===== src/rtl/gpu_isa_pkg.sv =====
// gpu_isa_pkg
// Shared types for the GPU core memory path.
//   arb_state_t : state encoding of the per-warp lane memory arbiter.
package gpu_isa_pkg;

    typedef enum logic [1:0] {
        IDLE     = 2'd0,
        ISSUE    = 2'd1,
        WAIT_RSP = 2'd2,
        DONE     = 2'd3
    } arb_state_t;

endpackage


===== src/rtl/lane_ffs.sv =====
// lane_ffs
// Find-first-set over a lane mask: returns the lowest set lane index.
// Ports:
//   mask  : lane mask (NUM_THREADS bits)
//   index : index of the lowest set bit (0 when mask is empty)
//   any   : 1 when at least one bit of mask is set
module lane_ffs #(
    parameter int NUM_THREADS = 4,
    parameter int IDX_W       = (NUM_THREADS > 1) ? $clog2(NUM_THREADS) : 1
) (
    input  logic [NUM_THREADS-1:0] mask,
    output logic [IDX_W-1:0]       index,
    output logic                   any
);

    // Scan from the top down so the last hit (the lowest index) wins.
    always_comb begin
        index = '0;
        any   = |mask;
        for (int i = NUM_THREADS - 1; i >= 0; i--) begin
            if (mask[i]) begin
                index = IDX_W'(i);
            end
        end
    end

endmodule


===== src/rtl/lane_mem_arbiter.sv =====
// lane_mem_arbiter
// Serialises one warp-wide load/store onto a single-port memory, one active
// lane at a time in ascending lane order, and gathers load results per lane.
// Ports:
//   clk, rst_n                : clock, asynchronous active-low reset
//   req_valid/req_ready       : warp operation offer / accept (accepted only in IDLE)
//   req_is_store, req_mask    : operation kind and active-lane mask
//   req_addr, req_wdata       : per-lane address and store data
//   resp_valid, resp_rdata    : one-cycle completion pulse, per-lane load data
//   busy                      : operation in flight (core stalls on it)
//   mem_req_*                 : request to shared memory (valid/ready)
//   mem_rsp_valid/rdata       : load response, at most one outstanding
//   o_dbg_state               : current FSM state, for observation
// Handshake: a transfer happens on a rising edge where valid and ready are
// both 1; once valid is raised, payload stays stable until that edge.
module lane_mem_arbiter
    import gpu_isa_pkg::*;
#(
    parameter int NUM_THREADS = 4,
    parameter int DATA_WIDTH  = 16
) (
    input  logic                                  clk,
    input  logic                                  rst_n,
    input  logic                                  req_valid,
    output logic                                  req_ready,
    input  logic                                  req_is_store,
    input  logic [NUM_THREADS-1:0]                req_mask,
    input  logic [NUM_THREADS-1:0][DATA_WIDTH-1:0] req_addr,
    input  logic [NUM_THREADS-1:0][DATA_WIDTH-1:0] req_wdata,
    output logic                                  resp_valid,
    output logic [NUM_THREADS-1:0][DATA_WIDTH-1:0] resp_rdata,
    output logic                                  busy,
    output logic                                  mem_req_valid,
    input  logic                                  mem_req_ready,
    output logic                                  mem_req_we,
    output logic [DATA_WIDTH-1:0]                 mem_req_addr,
    output logic [DATA_WIDTH-1:0]                 mem_req_wdata,
    input  logic                                  mem_rsp_valid,
    input  logic [DATA_WIDTH-1:0]                 mem_rsp_rdata,
    output arb_state_t                            o_dbg_state
);

    localparam int LW = (NUM_THREADS > 1) ? $clog2(NUM_THREADS) : 1;

    arb_state_t                              r_state;
    arb_state_t                              w_next_state;
    logic [NUM_THREADS-1:0]                  r_pending;
    logic                                    r_is_store;
    logic [NUM_THREADS-1:0][DATA_WIDTH-1:0]  r_addr;
    logic [NUM_THREADS-1:0][DATA_WIDTH-1:0]  r_wdata;
    logic [NUM_THREADS-1:0][DATA_WIDTH-1:0]  r_rdata;
    logic [LW-1:0]                           r_lane;

    logic [LW-1:0]          w_ffs_idx;
    logic                   w_ffs_any;
    logic [LW-1:0]          w_cur_lane;
    logic [NUM_THREADS-1:0] w_pending_clr;
    logic                   w_accept;
    logic                   w_mem_fire;
    logic                   w_rsp_fire;

    lane_ffs #(
        .NUM_THREADS (NUM_THREADS),
        .IDX_W       (LW)
    ) u_lane_ffs (
        .mask  (r_pending),
        .index (w_ffs_idx),
        .any   (w_ffs_any)
    );

    // In WAIT_RSP the lane is the one latched at issue; elsewhere it is the
    // lowest still-pending lane.
    assign w_cur_lane    = (r_state == WAIT_RSP) ? r_lane : w_ffs_idx;
    assign w_pending_clr = r_pending & ~(NUM_THREADS'(1) << w_cur_lane);

    assign w_accept   = req_valid && (r_state == IDLE);
    assign w_mem_fire = (r_state == ISSUE) && mem_req_ready;
    assign w_rsp_fire = (r_state == WAIT_RSP) && mem_rsp_valid;

    always_ff @(posedge clk or negedge rst_n) begin
        if (!rst_n) begin
            r_state <= IDLE;
        end else begin
            r_state <= w_next_state;
        end
    end

    always_comb begin
        w_next_state  = r_state;
        req_ready     = 1'b0;
        busy          = 1'b1;
        resp_valid    = 1'b0;
        mem_req_valid = 1'b0;
        case (r_state)
            IDLE: begin
                req_ready = 1'b1;
                busy      = 1'b0;
                if (req_valid) begin
                    w_next_state = (req_mask == '0) ? DONE : ISSUE;
                end
            end
            ISSUE: begin
                mem_req_valid = w_ffs_any;
                if (mem_req_ready) begin
                    if (r_is_store) begin
                        w_next_state = (w_pending_clr == '0) ? DONE : ISSUE;
                    end else begin
                        w_next_state = WAIT_RSP;
                    end
                end
            end
            WAIT_RSP: begin
                if (mem_rsp_valid) begin
                    w_next_state = (w_pending_clr == '0) ? DONE : ISSUE;
                end
            end
            DONE: begin
                resp_valid   = 1'b1;
                w_next_state = IDLE;
            end
            default: begin
                w_next_state = IDLE;
            end
        endcase
    end

    // Request payload is zero whenever no request is offered.
    assign mem_req_we    = mem_req_valid ? r_is_store : 1'b0;
    assign mem_req_addr  = mem_req_valid ? r_addr[w_ffs_idx] : '0;
    assign mem_req_wdata = mem_req_valid ? r_wdata[w_ffs_idx] : '0;

    always_ff @(posedge clk or negedge rst_n) begin
        if (!rst_n) begin
            r_pending  <= '0;
            r_is_store <= 1'b0;
            r_addr     <= '0;
            r_wdata    <= '0;
            r_rdata    <= '0;
            r_lane     <= '0;
        end else begin
            if (w_accept) begin
                r_pending  <= req_mask;
                r_is_store <= req_is_store;
                r_addr     <= req_addr;
                r_wdata    <= req_wdata;
                r_rdata    <= '0;
            end
            if (w_mem_fire) begin
                if (r_is_store) begin
                    r_pending <= w_pending_clr;
                end else begin
                    r_lane <= w_ffs_idx;
                end
            end
            if (w_rsp_fire) begin
                r_rdata[r_lane] <= mem_rsp_rdata;
                r_pending       <= w_pending_clr;
            end
        end
    end

    assign resp_rdata  = r_rdata;
    assign o_dbg_state = r_state;

endmodule


===== config.mk =====
export PLATFORM = sky130hd
export DESIGN_NAME = lane_mem_arbiter
export DESIGN_NICKNAME = d
export VERILOG_FILES = /design/src/rtl/gpu_isa_pkg.sv /design/src/rtl/lane_ffs.sv /design/src/rtl/lane_mem_arbiter.sv
export SDC_FILE = /design/constraint.sdc
export NUM_CORES = 1
export LEC_CHECK = 0
export BUFFER_PORTS_ARGS = -buffer_cell sky130_fd_sc_hd__buf_2
export CAP_MARGIN = 10
export CORE_ASPECT_RATIO = 0.8
export CORE_UTILIZATION = 52
export CTS_CLUSTER_SIZE = 10
export DETAILED_ROUTE_END_ITERATION = 12
export PLACE_DENSITY = 0.82
export SYNTH_ARGS = -nofsm -noshare
export SYNTH_HDL_FRONTEND = slang
export SYNTH_SLANG_ARGS = --single-unit

===== constraint.sdc =====
create_clock -name clk -period 2.4 [get_ports clk]
set_clock_uncertainty 0.15 [all_clocks]
set_input_delay 0 -clock clk [delete_from_list [all_inputs] [get_ports clk]]
set_output_delay 0 -clock clk [all_outputs]
set_load 0.05 [all_outputs]

==> flow_summary.toml <==
[clocking]
htreeDepth = 1
cts_tree = "done"
cts_root_buffer = "clkbuf_16"
cts_made_buffers = 24
cts_buffer_depth = 3
numClockSinks = 201
cts.clk_slew.worst_paths_ps = 60
insertion_delay_ps = 510

[outcome]
violations = "negative setup slack"
status = "finished, violations left"

[flow_run]
drv_cap = 0

[worst_setup_path]
r2r-start = "o_dbg_state[1]$_DFFE_PN0P_"
worstPathRequired_ps = 2250
crit_top_cell = "buf_6"
worstPathArrival_ps = 2400
path_cells = "nor2b_4 > o21ai_4 > buf_6 > buf_12 > mux4_2 > and2_4 > buf_6"
cp-end-kind = "output port"
cp-start-kind = "register"
critPathSlowestCell = "mux4_2"
crit_path_max_fanout = 8
slowest_delay_ps = 540
crit_start = "r_pending[3]$_DFF_PN0_"
critPathKind = "register to output port"

[routing]
vias = 9002
wl_um = 31900
drc_errors = 0
drt.antenna.violating_nets = 0
post_drt_wl_per_cell_um = 19.6
via_per_inst = 5.53
initialDrtViolationCount = 728
drt_pass1_iterations = 5

[synthesis]
yosysTopAreaCell = "dfrtp_1"
seq_area_frac_synth = 0.562
yosysMostFrequentCell = "nand2_1"
synth_common_cells = "nand2_1, dfrtp_1, o21ai_0, clkbuf_1, and2_1"
yosysWarnings = 0
synth-async-reset-ratio = 1.00
synth_area_mm2 = 0.00895
yosysTopAreaCellShare = 0.562
netlist_instances = 976
ys_ff_latch = 201
ys_types = 39
synth_area_leaders = "dfrtp_1, nand2_1, mux4_2"
synth_fp_nets = 1130
dominantRegCellSynth = "dfrtp_1"
syn_avg_cell_area_um2 = 9.17
synth_edf_count = 0

[hold_path]
hold_path_class = "input port to register"
hold_path_startpoint = "req_wdata[49]"

[timing]
fmax_ghz = 0.393
hold_ws_ps = 66.9
setup_slack_ps = -145
report.final.slew_viol_count = 0
rsz0062_at_grt = "true"
finalHoldViolations = 0
setup_violations = 32
period_share = 1.06
period_minus_slack_ps = 2550
worst_pin_slew_ps = 561
relSlewSlack = 0.626

[placement]
io_buffers = 256
gp_congestion = 0.840
dp.cells = 1407
dp_hpwl_um = 16000

[global_route]
first_global_vias = 9286
antenna_found_initial = 3
grt_max_degree = 108
grt_pass1_wl_um = 49200
grt_usage = 0.364
grt_overflow_total = 0

[floorplanning]
die-area_mm2 = 0.0177
initial_utilization = 0.536
boundaryPins = 257
core_mm2 = 0.0167
fp.dieH_um = 119
rows = 42
die-width_um = 149

[finish]
drive_above_1_share = 0.285
finish.net_count = 1555
final_cells = 1628
area_growth_pct = 50.3

[power_and_ir_drop]
p_per_area_mw_per_mm2 = 1380
p_leak_nw = 6.92
max-vdd-ir-drop_uv = 867
==> path summary, 6_finish.rpt <==
| check | end | slack [ps] | depth (start not counted) |
|---|---|---|---|
| setup / recovery | mem_req_wdata[9] | -150 | 7 |
| hold / removal | r_wdata[49]$_DFFE_PN0P_ | 70 | 4 |
| setup reg to reg | r_addr[47]$_DFFE_PN0P_ | 90 | 6 |
| hold reg to reg | r_addr[2]$_DFFE_PN0P_ | 320 | 2 |
| max in group asynchronous | resp_rdata[20]$_DFF_PN0_ | 840 | 4 |
| min in group asynchronous | r_addr[7]$_DFFE_PN0P_ | 460 | 3 |
==> where the power goes <==
| part | internal (mW) | switching, mW |
|---|---|---|
| clock | 1.85 | 1.35 |
| combinational | 3.87 | 5.61 |
| sequential | 4.78 | 1.05 |
==> layout make-up <==
type,instances,area [µm²]
clock inverters,1,8.76
diodes,3,7.51
inverters,3,15.0
multi-input cells,710,3730
well taps,220,275
clock buffers,29,641
repair buffers,461,3740
fillers,999,3260
flip-flops and latches,201,5040
==> metrics by stage <==
stage	utilization	area (µm²)	total power [mW]	TNS, ps	setup slack, ps
after floorplan	-	8960	11.1	0	105
after global routing	0.805	13400	19.3	-4440	-197
after CTS	0.806	13500	18.1	-3250	-147
after global placement	0.629	10500	12.9	0	342
final	0.805	13400	18.5	-2760	-145
after detailed placement	0.629	10500	13.1	0	305
==> placed cells by master, fill, tap and decap left out, types with 2 or more instances in the layout <==
| cell type | n |
|---|---|
| a211oi_1 | 2 |
| a21o_1 | 2 |
| a22o_1 | 2 |
| a41oi_1 | 2 |
| and2_1 | 2 |
| and2_4 | 33 |
| buf_12 | 15 |
| buf_16 | 2 |
| buf_2 | 223 |
| buf_4 | 13 |
| buf_6 | 26 |
| buf_8 | 7 |
| clkbuf_1 | 4 |
| clkbuf_16 | 26 |
| dfrtp_1 | 196 |
| dfrtp_2 | 5 |
| diode_2 | 3 |
| dlygate4sd3_1 | 173 |
| mux4_2 | 32 |
| nand2_1 | 524 |
| nand2b_1 | 2 |
| nand3_1 | 17 |
| nand3b_1 | 4 |
| nor2_1 | 5 |
| nor3b_2 | 3 |
| nor4_1 | 2 |
| o21ai_0 | 56 |
| or2_2 | 2 |
==> flip-flops by register name (all words and copies together), names as in the netlist <==
signal / count
r_addr: 64
r_wdata: 64
resp_rdata: 64
r_pending: 4
o_dbg_state: 2
r_lane: 2
r_is_store: 1
==> kinds of logic after synthesis <==
| family | Yosys count | synth area share |
|---|---|---|
| buffers and inverters | 66 | 0.0334 |
| AOI/OAI and AO/OA | 72 | 0.0467 |
| and+or+nand+nor | 603 | 0.274 |
| muxes | 34 | 0.0842 |
| DFF | 201 | 0.562 |
==> critical path: cells and delay by family, from the launching register on <==
| kind | cells | cell delay [ps] |
|---|---|---|
| DFF | 1 | 400 |
| and+or+nand+nor | 2 | 320 |
| buffers and inverters | 3 | 450 |
| AOI/OAI and AO/OA | 1 | 160 |
| muxes | 1 | 540 |
==> repair_timing <==
action,in CTS,in global routing
cloned,5,2
gates resized for setup,114,7
setup buffers,10,1
hold buffers,173,0
pin swaps,7,5
endpoints found under the setup margin,32,33
hold endpoints to repair,402,0
==> routing by layer <==
| layer | global-route usage | wire [µm] | up-vias |
|---|---|---|---|
| met5 | 0 | 0 | - |
| met4 | 0.200 | 1750 | 0 |
| met3 | 0.0935 | 2850 | 149 |
| met2 | 0.606 | 15600 | 587 |
| met1 | 0.433 | 11600 | 4303 |
| li1 | - | - | 3963 |
No activity file was read; power rests on OpenSTA's default activity.
